$ cat src/rtl/lcd_pkg.sv
// Shared definitions for the LCD timing controller: pixel-format encodings,
// colour-bar constants and a small width helper.
package lcd_pkg;

    typedef enum logic [1:0] {
        MODE_RGB565 = 2'd0,
        MODE_RGB888 = 2'd1,
        MODE_GRAY8  = 2'd2,
        MODE_TEST   = 2'd3
    } pix_mode_e;

    localparam logic [23:0] BAR_WHITE   = 24'hFFFFFF;
    localparam logic [23:0] BAR_YELLOW  = 24'hFFFF00;
    localparam logic [23:0] BAR_CYAN    = 24'h00FFFF;
    localparam logic [23:0] BAR_GREEN   = 24'h00FF00;
    localparam logic [23:0] BAR_MAGENTA = 24'hFF00FF;
    localparam logic [23:0] BAR_RED     = 24'hFF0000;
    localparam logic [23:0] BAR_BLUE    = 24'h0000FF;
    localparam logic [23:0] BAR_BLACK   = 24'h000000;

    // Bars are numbered left to right across the active width.
    function automatic logic [23:0] bar_color(input logic [2:0] idx);
        logic [23:0] c;
        c = BAR_BLACK;
        case (idx)
            3'd0: c = BAR_WHITE;
            3'd1: c = BAR_YELLOW;
            3'd2: c = BAR_CYAN;
            3'd3: c = BAR_GREEN;
            3'd4: c = BAR_MAGENTA;
            3'd5: c = BAR_RED;
            3'd6: c = BAR_BLUE;
            default: c = BAR_BLACK;
        endcase
        return c;
    endfunction

    function automatic int cnt_width(input int n);
        return (n > 1) ? $clog2(n) : 1;
    endfunction

endpackage

$ cat src/rtl/lcd_sync_gen.sv
// Horizontal/vertical counters with raw sync, active-area and frame-start
// decode; everything here is "stage 0" of the display pipeline.
module lcd_sync_gen
    import lcd_pkg::*;
#(
    parameter int H_SYNC   = 40,
    parameter int H_BACK   = 2,
    parameter int H_ACTIVE = 480,
    parameter int H_FRONT  = 2,
    parameter int V_SYNC   = 10,
    parameter int V_BACK   = 2,
    parameter int V_ACTIVE = 272,
    parameter int V_FRONT  = 2,
    parameter int H_W      = cnt_width(H_SYNC + H_BACK + H_ACTIVE + H_FRONT)
) (
    input  logic           i_clk,
    input  logic           i_rst_n,
    input  logic           i_en,
    output logic [H_W-1:0] o_hcnt,
    output logic           o_hsync_raw,
    output logic           o_vsync_raw,
    output logic           o_active,
    output logic           o_frame_start
);

    localparam int H_TOTAL = H_SYNC + H_BACK + H_ACTIVE + H_FRONT;
    localparam int V_TOTAL = V_SYNC + V_BACK + V_ACTIVE + V_FRONT;
    localparam int V_W     = cnt_width(V_TOTAL);
    localparam int H_START = H_SYNC + H_BACK;
    localparam int H_END   = H_START + H_ACTIVE;
    localparam int V_START = V_SYNC + V_BACK;
    localparam int V_END   = V_START + V_ACTIVE;

    logic [H_W-1:0] r_hcnt;
    logic [V_W-1:0] r_vcnt;
    logic           w_h_active;
    logic           w_v_active;

    always_ff @(posedge i_clk or negedge i_rst_n) begin
        if (!i_rst_n) begin
            r_hcnt <= '0;
            r_vcnt <= '0;
        end else if (i_en) begin
            if (r_hcnt == H_W'(H_TOTAL - 1)) begin
                r_hcnt <= '0;
                if (r_vcnt == V_W'(V_TOTAL - 1)) begin
                    r_vcnt <= '0;
                end else begin
                    r_vcnt <= r_vcnt + 1'b1;
                end
            end else begin
                r_hcnt <= r_hcnt + 1'b1;
            end
        end
    end

    // Compare in 32 bits so an interval end equal to the total cannot alias.
    assign w_h_active    = (32'(r_hcnt) >= H_START) && (32'(r_hcnt) < H_END);
    assign w_v_active    = (32'(r_vcnt) >= V_START) && (32'(r_vcnt) < V_END);
    assign o_active      = w_h_active && w_v_active;
    assign o_hsync_raw   = 32'(r_hcnt) < H_SYNC;
    assign o_vsync_raw   = 32'(r_vcnt) < V_SYNC;
    assign o_frame_start = (r_hcnt == '0) && (r_vcnt == '0);
    assign o_hcnt        = r_hcnt;

endmodule

$ cat src/rtl/lcd_timing_ctrl.sv
// LCD timing controller: frame-buffer read addressing, pixel-format
// conversion and a fixed two-enabled-cycle sync/DE/RGB pipeline.
module lcd_timing_ctrl
    import lcd_pkg::*;
#(
    parameter int H_SYNC   = 40,
    parameter int H_BACK   = 2,
    parameter int H_ACTIVE = 480,
    parameter int H_FRONT  = 2,
    parameter int V_SYNC   = 10,
    parameter int V_BACK   = 2,
    parameter int V_ACTIVE = 272,
    parameter int V_FRONT  = 2,
    parameter int ADDR_W   = 17,
    parameter bit SYNC_POL = 1'b0
) (
    input  logic              iClk,
    input  logic              iRsn,
    input  logic              iEnClk,
    input  logic [1:0]        iPixMode,
    input  logic [ADDR_W-1:0] iBaseAddr,
    input  logic [23:0]       iRamRdData,
    output logic [ADDR_W-1:0] oRamRdAddr,
    output logic              oRamRdEn,
    output logic              oLcdHSync,
    output logic              oLcdVSync,
    output logic              oLcdDe,
    output logic [7:0]        oLcdR,
    output logic [7:0]        oLcdG,
    output logic [7:0]        oLcdB,
    output logic              oFrameStart
);

    localparam int H_TOTAL = H_SYNC + H_BACK + H_ACTIVE + H_FRONT;
    localparam int H_W     = cnt_width(H_TOTAL);
    localparam int H_START = H_SYNC + H_BACK;

    logic [H_W-1:0]    w_hcnt;
    logic              w_hsync_raw;
    logic              w_vsync_raw;
    logic              w_active;
    logic              w_frame_start;
    logic [2:0]        w_bar;
    logic [23:0]       w_pix;

    pix_mode_e         r_mode;
    logic [ADDR_W-1:0] r_addr;
    logic              r_frame_start;
    logic              r_act_d1;
    logic              r_act_d2;
    logic              r_hs_d1;
    logic              r_hs_d2;
    logic              r_vs_d1;
    logic              r_vs_d2;
    logic [2:0]        r_bar_d1;
    logic [23:0]       r_rgb;

    lcd_sync_gen #(
        .H_SYNC   (H_SYNC),
        .H_BACK   (H_BACK),
        .H_ACTIVE (H_ACTIVE),
        .H_FRONT  (H_FRONT),
        .V_SYNC   (V_SYNC),
        .V_BACK   (V_BACK),
        .V_ACTIVE (V_ACTIVE),
        .V_FRONT  (V_FRONT),
        .H_W      (H_W)
    ) u_sync_gen (
        .i_clk         (iClk),
        .i_rst_n       (iRsn),
        .i_en          (iEnClk),
        .o_hcnt        (w_hcnt),
        .o_hsync_raw   (w_hsync_raw),
        .o_vsync_raw   (w_vsync_raw),
        .o_active      (w_active),
        .o_frame_start (w_frame_start)
    );

    // Bar index = x * 8 / H_ACTIVE; only meaningful while w_active is set.
    assign w_bar = 3'((32'(w_hcnt - H_W'(H_START)) * 8) / H_ACTIVE);

    // Stage-1 formatting: RAM data for the pixel addressed one enabled cycle ago.
    always_comb begin
        w_pix = '0;
        case (r_mode)
            MODE_RGB565: w_pix = {iRamRdData[15:11], iRamRdData[15:13],
                                  iRamRdData[10:5],  iRamRdData[10:9],
                                  iRamRdData[4:0],   iRamRdData[4:2]};
            MODE_RGB888: w_pix = iRamRdData;
            MODE_GRAY8:  w_pix = {3{iRamRdData[7:0]}};
            default:     w_pix = bar_color(r_bar_d1);
        endcase
    end

    always_ff @(posedge iClk or negedge iRsn) begin
        if (!iRsn) begin
            r_mode        <= MODE_RGB565;
            r_addr        <= '0;
            r_frame_start <= 1'b0;
            r_act_d1      <= 1'b0;
            r_act_d2      <= 1'b0;
            r_hs_d1       <= ~SYNC_POL;
            r_hs_d2       <= ~SYNC_POL;
            r_vs_d1       <= ~SYNC_POL;
            r_vs_d2       <= ~SYNC_POL;
            r_bar_d1      <= '0;
            r_rgb         <= '0;
        end else if (iEnClk) begin
            r_frame_start <= w_frame_start;
            // Base and mode are sampled only here so mid-frame changes wait a frame.
            if (w_frame_start) begin
                r_mode <= pix_mode_e'(iPixMode);
                r_addr <= iBaseAddr;
            end else if (w_active) begin
                r_addr <= r_addr + 1'b1;
            end
            r_act_d1 <= w_active;
            r_act_d2 <= r_act_d1;
            r_hs_d1  <= w_hsync_raw ? SYNC_POL : ~SYNC_POL;
            r_hs_d2  <= r_hs_d1;
            r_vs_d1  <= w_vsync_raw ? SYNC_POL : ~SYNC_POL;
            r_vs_d2  <= r_vs_d1;
            r_bar_d1 <= w_bar;
            r_rgb    <= r_act_d1 ? w_pix : 24'h000000;
        end
    end

    assign oRamRdAddr  = r_addr;
    assign oRamRdEn    = w_active && (r_mode != MODE_TEST);
    assign oLcdHSync   = r_hs_d2;
    assign oLcdVSync   = r_vs_d2;
    assign oLcdDe      = r_act_d2;
    assign oLcdR       = r_rgb[23:16];
    assign oLcdG       = r_rgb[15:8];
    assign oLcdB       = r_rgb[7:0];
    assign oFrameStart = r_frame_start;

endmodule
$ cat config.mk
export PLATFORM = sky130hd
export DESIGN_NAME = lcd_timing_ctrl
export DESIGN_NICKNAME = d
export VERILOG_FILES = /design/src/rtl/lcd_pkg.sv /design/src/rtl/lcd_sync_gen.sv /design/src/rtl/lcd_timing_ctrl.sv
export SDC_FILE = /design/constraint.sdc
export NUM_CORES = 1
export LEC_CHECK = 0
export CAP_MARGIN = 20
export CELL_PAD_IN_SITES_DETAIL_PLACEMENT = 1
export CELL_PAD_IN_SITES_GLOBAL_PLACEMENT = 1
export CORE_MARGIN = 2
export CORE_UTILIZATION = 39
export DETAILED_ROUTE_END_ITERATION = 16
export GPL_TIMING_DRIVEN = 0
export HOLD_SLACK_MARGIN = 0.08
export PLACE_DENSITY = 0.86
export SLEW_MARGIN = 5
export SYNTH_ARGS = -nofsm -noshare
export SYNTH_HDL_FRONTEND = slang
export SYNTH_SLANG_ARGS = --single-unit
$ cat constraint.sdc
create_clock -name iClk -period 3.95 [get_ports iClk]
set_clock_uncertainty 0.1 [all_clocks]
set_input_delay 0.395 -clock iClk [delete_from_list [all_inputs] [get_ports iClk]]
set_output_delay 0.395 -clock iClk [all_outputs]
set_load 0.005 [all_outputs]
==> impl_metrics.env <==
export IMPL_outcome="finished clean"
export IMPL_synth_seq_area_share_pct=39.2
export IMPL_report_final_slew_viol_count=0
export IMPL_clkPwrFrac_pct=27.5
export IMPL_worst_pin_slew_ns=0.790
export IMPL_synthCells=535
export IMPL_post_cts_buffers=0
export IMPL_vias=4651
export IMPL_hold_path_class="reg -> reg"
export IMPL_setup_viol=0
export IMPL_core_rowCount=39
export IMPL_power_frac_comb_pct=43.3
export IMPL_p_per_area_mw_per_mm2=501
export IMPL_power_leakage_nw=2.50
export IMPL_drtIter0Drc=227
export IMPL_ios=92
export IMPL_crit_start="u_sync_gen.o_hcnt[2]"
export IMPL_htreeDepth=3
export IMPL_worstPathMaxFanout=9
export IMPL_cp_common_cell="o211ai_2"
export IMPL_grt_antenna_before_repair=0
export IMPL_clkSlewWorstSetupHoldPaths_ns=0.06
export IMPL_nFillCells=1363
export IMPL_hold_viol=0
export IMPL_grt_usage_pct=25.0
export IMPL_port_buffers=90
export IMPL_grt_setup_unrepaired="no"
export IMPL_dp_hpwl_mm=11.4
export IMPL_end_kind="register"
export IMPL_fin_cells=786
export IMPL_synthArstFlopShare_pct=100
export IMPL_switching_share_pct=39.2
export IMPL_syn_nets=590
export IMPL_relSlewSlack_pct=46.9
export IMPL_layout_drive_gt1_share_pct=9.64
export IMPL_die_w_um=113
export IMPL_syn_avg_cell_area_um2=8.62
export IMPL_crit_chain="inv_1, ha_1, nor2b_1, buf_6, o211ai_2, o32ai_1, nor2_1, o211ai_2, mux2i_1, and3_1, mux2_2, o32a_1"
export IMPL_synth_area_mm2=0.00461
export IMPL_period_needed_ns=3.68
export IMPL_critPathArrivalTime_ns=3.80
export IMPL_ys_warn_count=0
export IMPL_crit_path_start_kind="register"
export IMPL_place_congestion=0.897
export IMPL_yosysMostFrequentCell="dfrtp_1"
export IMPL_reg2reg_from="u_sync_gen.o_hcnt[2]"
export IMPL_grt_max_degree=46
export IMPL_antenna_left=0
export IMPL_cts_tree="yes"
export IMPL_multi_input_area_mm2=0.00252
export IMPL_crit_end="r_bar_d1[0]"
export IMPL_cts_sinks=72
export IMPL_period_share_pct=93.1
export IMPL_core_mm2=0.0115
export IMPL_final_nets=693
export IMPL_die_h_um=113
export IMPL_yosys_top_cells_area="dfrtp_1 37%, a21oi_1 5.3%, o32ai_1 4.4%"
export IMPL_crit_slowest_cell="dfrtp_1"
export IMPL_wl_mm=15.8
export IMPL_reg2reg_setup_slack_ns=0.27
export IMPL_clk_root_buffer_cell="clkbuf_16"
export IMPL_drc=0
export IMPL_fmax_mhz=272
export IMPL_initial_core_util_pct=40.2
export IMPL_synth_seq_cells=72
export IMPL_finalInstanceArea_mm2=0.00602
export IMPL_area_growth_pct=30.5
export IMPL_max_stage_delay_ns=0.49
export IMPL_p_switching_mw=1.18
export IMPL_yosysTopAreaCell="dfrtp_1"
export IMPL_r2r_end="r_bar_d1[0]"
export IMPL_grt_pass1_wl_mm=25.5
export IMPL_postPlaceCellArea_mm2=0.00571
export IMPL_ir_drop_mv=0.240
export IMPL_gr_total_overflow=0
export IMPL_synth_enable_flop_cells=0
export IMPL_drt_pass1_iter_count=4
export IMPL_antenna_cells=0
export IMPL_clk_path_buf_depth=2
export IMPL_cts_buffers=9
export IMPL_routed_via_density=5.92
export IMPL_ff_latch_area_mm2=0.00181
export IMPL_routedWlPerCell_um=20.1
export IMPL_synth_main_ff_cell="dfrtp_1"
export IMPL_yosysTopAreaCellShare_pct=36.9
export IMPL_dp_cells=769
export IMPL_synth_top_cells_by_count="68 x dfrtp_1, 49 x a21oi_1, 46 x nand2_1"
export IMPL_die_area_mm2=0.0127
export IMPL_maxCapViolations=0
export IMPL_synth_cell_types=63
export IMPL_clock_latency_ns=0.34
export IMPL_crit_type="reg -> reg"
export IMPL_p_int_mw=1.83
export IMPL_required_ns=4.07
export IMPL_power_frac_seq_pct=29.2
export IMPL_postLayoutCoreUtil_pct=52.5
export IMPL_reg2reg_depth=12
export IMPL_grt_pass1_vias=5001
export IMPL_whs_ns=0.393
export IMPL_p_total_mw=3.01
worst max-delay path: cells and delay by family (launching register included):
family	cells	cell delay, ns
flops	1	0.49
mux	2	0.67
simple gates	3	0.53
compound gates	4	1.16
buf+inv	2	0.30
fa+ha+maj	1	0.31
power groups by stage:
stage          Combinational [mW]  Clock [mW]  Sequential [mW]
2_1_floorplan               0.961           0            0.868
3_3_place_gp                 1.22           0            0.882
3_5_place_dp                 1.29           0            0.888
4_1_cts                      1.30       0.836            0.877
5_1_grt                      1.43       0.868            0.889
6_report                     1.30       0.828            0.880
cell type report:
| type | instances | area share (%) |
|---|---|---|
| Buffer | 30 | 2.39 |
| Clock buffer | 11 | 3.87 |
| Clock inverter | 5 | 0.957 |
| Inverter | 38 | 2.37 |
| Multi-Input combinational cell | 395 | 41.8 |
| Sequential cell | 72 | 30.1 |
| Tap cell | 143 | 2.97 |
| Timing Repair Buffer | 92 | 15.6 |
logic make-up (layout without fill, tap and decap cells):
logic type	count (synthesis)	in the layout	share of synthesized area, %
xor+xnor	14	14	2.66
fa+ha+maj	9	9	2.44
buf+inv	68	176	6.22
mux	12	12	2.74
compound gates	172	172	25.5
flops	72	72	39.2
simple gates	188	188	21.2
cells in the final DEF, fill, tap and decap left out, types with 3 or more instances in the layout:
cell and n:
or2_2 10, o21ai_0 38, clkbuf_1 19, dfrtp_1 67
dfstp_2 4, nand3_1 20, xor2_1 7, o21a_1 3
buf_1 3, and3_1 13, mux2_2 5, clkbuf_16 9
a31oi_1 5, a21o_1 6, clkdlybuf4s50_1 89, o2bb2ai_1 4
nor2b_1 9, buf_6 3, o31ai_1 5, o32ai_1 23
a211oi_1 8, nand4_1 5, a21oi_1 49, nor2_1 37
inv_1 38, buf_2 7, mux2i_1 7, o22ai_1 6
nand2b_1 22, o211ai_1 4, ha_1 9, nand2_1 46
nor3_1 8, xnor2_1 7, a31o_2 3
routing by layer:
layer | global-route usage (%) | vias to the layer above | wire length, um
met1 | 31.2 | 2345 | 6610
met5 | 0 | - | 0
met3 | 3.75 | 36 | 639
met2 | 43.2 | 127 | 8090
li1 | - | 2143 | -
met4 | 10.6 | 0 | 439
flip-flops by register name, summed over array words and instances (netlist names):
name and flops:
r_bar_d1 3, oFrameStart 1, r_rgb 24, r_vs_d1 1, r_act_d1 1, oRamRdAddr 17
r_hs_d1 1, oLcdHSync 1, r_mode 2, u_sync_gen.o_hcnt 10, oLcdVSync 1, oLcdDe 1
u_sync_gen.r_vcnt 9
through the flow:
stage	setup TNS (ns)	worst slack [ns]
after floorplan	0	0.730
after global placement	-14.18	-0.213
after detailed placement	0	0.307
after CTS	0	0.243
after global routing	0	0.0272
final	0	0.273
worst min path at each step:
stage,startpoint,end,cells after the start
CTS,oFrameStart,oFrameStart,1
finish,oFrameStart,oFrameStart,1
global placement,oFrameStart,oFrameStart,1
global route,oFrameStart,oFrameStart,1
detailed placement,iRsn,r_rgb[17],1
floorplan,iRsn,oFrameStart,0
timing repair:
action | in CTS | in global routing
endpoints found under the setup margin | 0 | 1
endpoints found under the hold margin | 26 | 0
resized for setup | 0 | 1
hold buffers | 1 | 0
Note: power is estimated with default switching activity, not from simulation.
